==> src/rtl/pipe_pkg.sv <==
// Shared types and constants for the pipe_scoreboard hazard/bypass engine.
package pipe_pkg;

  typedef struct packed {
    logic       valid;
    logic       we;
    logic       ld;
    logic [4:0] rd;
  } sb_entry_t;

  localparam logic [4:0] REG_ZERO = 5'd0;

  localparam int unsigned STAGE_E = 0;
  localparam int unsigned STAGE_M = 1;
  localparam int unsigned STAGE_W = 2;

  // fwd_sel must encode 0 (register file) plus one code per tracked stage.
  function automatic int unsigned sel_width(input int unsigned depth);
    return (depth + 1 > 1) ? $clog2(depth + 1) : 1;
  endfunction

endpackage

==> src/rtl/pipe_scoreboard_if.sv <==
// Decode-side bus of pipe_scoreboard: issue slot, read ports, stage results and bypass outputs.
interface pipe_scoreboard_if
  import pipe_pkg::*;
#(
  parameter int unsigned XLEN  = 32,
  parameter int unsigned NRD   = 2,
  parameter int unsigned DEPTH = 3
);
  localparam int unsigned SELW = sel_width(DEPTH);

  logic                            issue_valid;
  logic                            issue_we;
  logic                            issue_ld;
  logic [4:0]                      issue_rd;
  logic [NRD-1:0][4:0]             rs;
  logic [NRD-1:0][XLEN-1:0]        rf_data;
  logic [DEPTH-1:0][XLEN-1:0]      stage_data;
  logic [NRD-1:0][XLEN-1:0]        operand;
  logic [NRD-1:0][SELW-1:0]        fwd_sel;
  logic                            stall;

  modport master (
    output issue_valid, issue_we, issue_ld, issue_rd, rs, rf_data, stage_data,
    input  operand, fwd_sel, stall
  );

  modport slave (
    input  issue_valid, issue_we, issue_ld, issue_rd, rs, rf_data, stage_data,
    output operand, fwd_sel, stall
  );

endinterface

==> src/rtl/pipe_scoreboard_sb_match.sv <==
// Per-read-port hazard check: youngest matching in-flight write, readiness test and operand mux.
module sb_match
  import pipe_pkg::*;
#(
  parameter int unsigned XLEN    = 32,
  parameter int unsigned DEPTH   = 3,
  parameter int unsigned ALU_RDY = 1,
  parameter int unsigned LD_RDY  = 2,
  parameter int unsigned SELW    = 2
) (
  input  sb_entry_t [DEPTH-1:0]       entries,
  input  logic [4:0]                  rs,
  input  logic [XLEN-1:0]             rf_data,
  input  logic [DEPTH-1:0][XLEN-1:0]  stage_data,
  output logic [XLEN-1:0]             operand,
  output logic [SELW-1:0]             fwd_sel,
  output logic                        stall_req
);

  logic found;

  always_comb begin
    found     = 1'b0;
    operand   = rf_data;
    fwd_sel   = '0;
    stall_req = 1'b0;
    // Ascending scan with a found flag gives priority to the youngest stage.
    for (int unsigned k = 0; k < DEPTH; k++) begin
      if (!found && entries[k].valid && entries[k].we &&
          entries[k].rd == rs && rs != REG_ZERO) begin
        found = 1'b1;
        if (k >= (entries[k].ld ? LD_RDY : ALU_RDY)) begin
          fwd_sel = SELW'(k + 1);
          operand = stage_data[k];
        end else begin
          stall_req = 1'b1;
        end
      end
    end
  end

endmodule

==> src/rtl/pipe_scoreboard.sv <==
// Scoreboard hazard/bypass engine tracking in-flight register writes after decode.
// Optional SCOREBOARD_PERF_EN adds perf_stall_cnt / perf_fwd_cnt counters.
module pipe_scoreboard
  import pipe_pkg::*;
#(
  parameter int unsigned XLEN    = 32,
  parameter int unsigned NRD     = 2,
  parameter int unsigned DEPTH   = 3,
  parameter int unsigned ALU_RDY = 1,
  parameter int unsigned LD_RDY  = 2
) (
  input  logic              clk,
  input  logic              reset,
  input  logic              hold,
  input  logic              flush,
  pipe_scoreboard_if.slave  bus
`ifdef SCOREBOARD_PERF_EN
  ,
  output logic [31:0]       perf_stall_cnt,
  output logic [31:0]       perf_fwd_cnt
`endif
);

  localparam int unsigned SELW = sel_width(DEPTH);

  sb_entry_t [DEPTH-1:0] entries_q, entries_d;
  logic [NRD-1:0]        stall_req;
  logic                  stall_c;
  logic                  issue_go;

  for (genvar i = 0; i < NRD; i++) begin : g_port
    sb_match #(
      .XLEN   (XLEN),
      .DEPTH  (DEPTH),
      .ALU_RDY(ALU_RDY),
      .LD_RDY (LD_RDY),
      .SELW   (SELW)
    ) u_match (
      .entries   (entries_q),
      .rs        (bus.rs[i]),
      .rf_data   (bus.rf_data[i]),
      .stage_data(bus.stage_data),
      .operand   (bus.operand[i]),
      .fwd_sel   (bus.fwd_sel[i]),
      .stall_req (stall_req[i])
    );
  end

  assign stall_c   = (|stall_req) & bus.issue_valid & ~flush & ~hold;
  assign bus.stall = stall_c;
  assign issue_go  = bus.issue_valid & ~stall_c & ~flush & ~hold;

  always_comb begin
    entries_d = entries_q;
    if (!hold) begin
      for (int unsigned k = DEPTH - 1; k > 0; k--) begin
        entries_d[k] = entries_q[k-1];
      end
      entries_d[0] = '0;
      if (issue_go) begin
        entries_d[0].valid = 1'b1;
        entries_d[0].we    = bus.issue_we && (bus.issue_rd != REG_ZERO);
        entries_d[0].ld    = bus.issue_ld;
        entries_d[0].rd    = bus.issue_rd;
      end
    end
  end

  always_ff @(posedge clk or negedge reset) begin
    if (!reset) entries_q <= '0;
    else        entries_q <= entries_d;
  end

`ifdef SCOREBOARD_PERF_EN
  logic [31:0] stall_cnt_q, stall_cnt_d;
  logic [31:0] fwd_cnt_q, fwd_cnt_d;

  always_comb begin
    stall_cnt_d = stall_cnt_q + {31'd0, stall_c};
    fwd_cnt_d   = fwd_cnt_q + {31'd0, issue_go & (|bus.fwd_sel)};
  end

  always_ff @(posedge clk or negedge reset) begin
    if (!reset) begin
      stall_cnt_q <= '0;
      fwd_cnt_q   <= '0;
    end else begin
      stall_cnt_q <= stall_cnt_d;
      fwd_cnt_q   <= fwd_cnt_d;
    end
  end

  assign perf_stall_cnt = stall_cnt_q;
  assign perf_fwd_cnt   = fwd_cnt_q;
`endif

endmodule

==> src/flat_wrapper.sv <==
// flat-port wrapper written by rule: the top's interface ports become plain ports
module pipe_scoreboard_flat import pipe_pkg::*;
#(
  parameter int unsigned XLEN    = 32,
  parameter int unsigned NRD     = 2,
  parameter int unsigned DEPTH   = 3,
  parameter int unsigned ALU_RDY = 1,
  parameter int unsigned LD_RDY  = 2
)
  (clk, reset, hold, flush, bus_issue_valid, bus_issue_we, bus_issue_ld, bus_issue_rd, bus_rs, bus_rf_data, bus_stage_data, bus_operand, bus_fwd_sel, bus_stall);
  pipe_scoreboard_if #(.XLEN(XLEN), .NRD(NRD), .DEPTH(DEPTH)) bus_i ();
  input  logic clk;
  input  logic reset;
  input  logic hold;
  input  logic flush;
  input wire logic [$bits(bus_i.issue_valid)-1:0] bus_issue_valid;
  input wire logic [$bits(bus_i.issue_we)-1:0] bus_issue_we;
  input wire logic [$bits(bus_i.issue_ld)-1:0] bus_issue_ld;
  input wire logic [$bits(bus_i.issue_rd)-1:0] bus_issue_rd;
  input wire logic [$bits(bus_i.rs)-1:0] bus_rs;
  input wire logic [$bits(bus_i.rf_data)-1:0] bus_rf_data;
  input wire logic [$bits(bus_i.stage_data)-1:0] bus_stage_data;
  output wire logic [$bits(bus_i.operand)-1:0] bus_operand;
  output wire logic [$bits(bus_i.fwd_sel)-1:0] bus_fwd_sel;
  output wire logic [$bits(bus_i.stall)-1:0] bus_stall;
  assign bus_i.issue_valid = bus_issue_valid;
  assign bus_i.issue_we = bus_issue_we;
  assign bus_i.issue_ld = bus_issue_ld;
  assign bus_i.issue_rd = bus_issue_rd;
  assign bus_i.rs = bus_rs;
  assign bus_i.rf_data = bus_rf_data;
  assign bus_i.stage_data = bus_stage_data;
  assign bus_operand = bus_i.operand;
  assign bus_fwd_sel = bus_i.fwd_sel;
  assign bus_stall = bus_i.stall;
  pipe_scoreboard #(.XLEN(XLEN), .NRD(NRD), .DEPTH(DEPTH), .ALU_RDY(ALU_RDY), .LD_RDY(LD_RDY)) u_core (.clk(clk), .reset(reset), .hold(hold), .flush(flush), .bus(bus_i));
endmodule
==> config.mk <==
export PLATFORM = sky130hd
export DESIGN_NAME = pipe_scoreboard_flat
export DESIGN_NICKNAME = d
export VERILOG_FILES = /design/src/rtl/pipe_pkg.sv /design/src/rtl/pipe_scoreboard_if.sv /design/src/rtl/pipe_scoreboard_sb_match.sv /design/src/rtl/pipe_scoreboard.sv /design/src/flat_wrapper.sv
export SDC_FILE = /design/constraint.sdc
export NUM_CORES = 1
export LEC_CHECK = 0
export CAP_MARGIN = 15
export CORE_MARGIN = 8
export CORE_UTILIZATION = 36
export DETAILED_ROUTE_END_ITERATION = 16
export GPL_TIMING_DRIVEN = 0
export PLACE_DENSITY = 0.89
export SLEW_MARGIN = 10
export SYNTH_ARGS = -nofsm -noshare
export SYNTH_HDL_FRONTEND = slang
export SYNTH_SLANG_ARGS = --single-unit
==> constraint.sdc <==
create_clock -name clk -period 9.2 [get_ports clk]
set_input_delay 2.3 -clock clk [delete_from_list [all_inputs] [get_ports clk]]
set_output_delay 2.3 -clock clk [all_outputs]
set_load 0.01 [all_outputs]
==> impl_results.md <==
* Clk_skew at 0.00584 ns
* Initial Util at a little over a third
* Worst Path Arrival at 5.44 ns
* Top cell by count, worst path: clkdlybuf4s50_1
* CTS clock-pin slew for the worst setup and hold paths at around 0.08 ns
* Register area at approximately 580 µm²
* Via count at roughly 3,500
* CP Class: in2out
* Layout cell share with drive strength beyond 1 at 13.9%
* Post-cts sizing count at 0
* Max reg flops at 23
* Port Buffers at 215
* RSZ-0062 raised after global routing: false
* Critical path depth at 8
* Synth Instances at just over 300
* Sequential fraction of the synthesis area at approximately a fifth
* CTS H-tree lvls at 1
* Synth Register Bits at 23
* Synthesis-to-layout area growth at 79.3%
* Place WS at roughly 1.5 ns
* WHS at around 0.49 ns
* Worst Tran Pin Value at approximately 1.2 ns
* Final TNS setup at 0 ns
* Total congestion overflow at 0
* Relative slew slack at about a fifth
* Final ANT Viol Nets at 0
* CTS tree: built
* WL per Instance at ~22 µm
* Status: finished clean
* Post-CTS Hold Buffers at 0
* Final std cells w/o fill at 629
* I/O pin cnt at 251
* # DRC at 0
* Hold EP: u_core.entries_q[5]
* GP Congestion at 0.911
* First-pass GRT wire length at 20.8 mm
* Hold Path Origin: u_core.entries_q[5]
* Worst hold path class: reg2reg
* Total die area at 11,400 µm²
* Fin. Hold Viols at 0
* Filler cells at 684
* Worst r2r path cells at 4
* Critical Path Source Type: primary input
* Worst path top cell family by delay: simple AND/OR/NAND/NOR gates
* TritonCTS Buffers at 3
* Root buffer cell: clkbuf_8
* Placed cells at 624
* Final min period at 7.74 ns
* Synth Area per Inst at 9.73 µm²
* Max cap viols at 0
* DRT Wirelength at between 10 and 15 mm
* R2r endpoint: u_core.entries_q[1]
* Required @ worst endpoint at 6.90 ns
* Top reg by flops: u_core.entries_q
* HPWL Detailed at between 10 and 15 mm
* Clk_lat worst skew at 0.27 ns
* Gr usage total at 22.8%
* Reg2reg start: u_core.entries_q[0]
* Largest net degree at the start of global routing at 24
* CP endpoint kind: primary output
* Cell Pwr Density at 66.8 nW/µm²
* Crit path max fanout at 10
* Reg2Reg Setup Slack at approximately 7 ns
* Postcts setup bufs at 0
* Pleak at 0.00202 µW
* Peak VDD IR at 86.1 µV
* DIE WIDTH at 107 µm
* Unique cell type count in the Yosys netlist at 40
* Synth Warn # at 0
* Buf+Inv Stages, Crit Path at 3
* Area taken by multi-input logic gates at 2220 µm²
* Die height at 107 µm
* WHS Path Cells at 2
* CP max stage cell: or4_4
* CP Cell Sequence: clkdlybuf4s50_1 > or4_4 > nor2_1 > nor3_2 > nor4_2 > buf_2 > a221o_1 > clkdlybuf4s50_1
* Max clock buf depth at 2
* Cell Area, Synth at 2960 µm²
* DR pass1 iterations at 4
* Vias per inst at 5.56
* Core area at 8090 µm²
* Synth Net Count at 486
* Initial DRC count at 209
* Initial antenna violation count at 0
* # rows at 33
* Ant diodes at 0
* Fmax at 129 MHz
* Tcrit/Tclk final at a little over four fifths
* Vias in the first global route at 3,713
* Critical Path Max Stage Delay at 0.59 ns
* Final Slew Violations at 0
* Fin worst setup slack at 1.46 ns
* Leading registers by flop count: u_core.entries_q (23)
* Final Power at about 350 µW
* Final #Nets at 707
* Final setup vio count at 0
* # clock sinks at 23
-- layer usage --
layer  vias to the layer above  wire (µm)  track usage, %
li1                       1638          -               -
met1                      1681       5410            25.5
met2                       156       7310            41.9
met3                        22       1050            4.80
met4                         0        352            7.64
met5                         -          0               0
-- cells by family after synthesis --
| kind of cell | count (synthesis) | synth area share (%) |
|---|---|---|
| buf+inv | 30 | 5.46 |
| mux | 89 | 33.5 |
| compound gates | 50 | 14.7 |
| flops | 23 | 19.5 |
| xor+xnor | 30 | 8.89 |
| simple gates | 82 | 18.0 |
-- cell usage after synthesis --
library cell  number  share of area (%)
nor4_1            12                2.5
a221o_1           22                7.4
a21boi_1           1               0.25
or3_1              3               0.63
o41ai_1            1               0.30
nor2_2             1               0.21
dfrtp_1           23                 19
nor3_1             2               0.34
and4_1             1               0.30
nand4_1            3               0.63
nor2_1             3               0.38
o31a_1             1               0.30
clkbuf_1          14                1.8
a21oi_1           10                1.7
or4_4              1               0.38
nand3b_1           1               0.25
mux2_2            49                 19
nand2b_1           1               0.21
buf_6              5                1.9
o211a_1            2               0.68
nor3_2             1               0.34
o31ai_1            8                2.0
and4b_1            1               0.34
buf_2              9                1.5
inv_1              2               0.25
mux2_1            30                 11
o311ai_4           1               0.89
o311ai_1           1               0.30
nor4_2             1               0.42
o211ai_2           1               0.42
and2_1             1               0.21
or4_1              3               0.76
nor4b_1           23                6.8
nand2_1           20                2.5
o21a_1             1               0.25
nand3_1            4               0.68
xnor2_1           25                7.4
o21ai_0            1               0.17
mux2i_1           10                3.4
xor2_1             5                1.5
-- power breakdown --
part | total [µW] | switching, µW | internal [µW]
clock | 63.2 | 32.2 | 31.0
combinational | 173 | 58.2 | 115
sequential | 118 | 9.08 | 109
total | 354 | 99.5 | 255
-- cell usage in the layout (no fill, tap or decap), types with 4 or more instances in the layout --
cell	Yosys	final
mux2_1	30	30
clkdlybuf4s50_1	0	215
mux2_2	49	49
xor2_1	5	5
nor4_1	12	12
dfrtp_1	23	23
nand2_1	20	20
o31ai_1	8	8
mux2i_1	10	10
nand3_1	4	4
a221o_1	22	22
xnor2_1	25	25
clkbuf_1	14	15
buf_2	9	9
nor4b_1	23	23
a21oi_1	10	10
buf_6	5	5
-- worst max path at each step --
stage | from | endpoint | slack, ns
5_1_grt | bus_rs[5] | bus_operand[54] | 1.30
3_3_place_gp | bus_rs[8] | bus_operand[38] | 1.50
6_report | bus_rs[7] | bus_operand[59] | 1.46
4_1_cts | bus_rs[7] | bus_operand[54] | 1.46
2_1_floorplan | bus_rs[1] | bus_operand[0] | 2.88
3_5_place_dp | bus_rs[7] | bus_operand[54] | 1.47
-- cell type report --
type,instances,share of cell area [%]
Sequential cell,23,10.9
Timing Repair Buffer,216,40.9
Clock buffer,4,0.850
Tap cell,105,2.48
Buffer,28,2.90
Multi-Input combinational cell,251,41.9
Inverter,2,0.142
-- worst min-delay path, delay by kind of cell (launching register included) --
family / cells / cell delay, ns
flip-flops: 1 / 0.35
AO/OA/AOI/OAI: 1 / 0.06
AND/OR/NAND/NOR: 1 / 0.05
-- stage by stage --
| stage | util (%) | cell area, µm² |
|---|---|---|
| after floorplan | - | 2960 |
| after global placement | 64.7 | 5240 |
| after detailed placement | 64.7 | 5240 |
| after CTS | 65.3 | 5290 |
| after global routing | 65.5 | 5300 |
| final | 65.5 | 5300 |
Power figures use the tool's default switching activity.
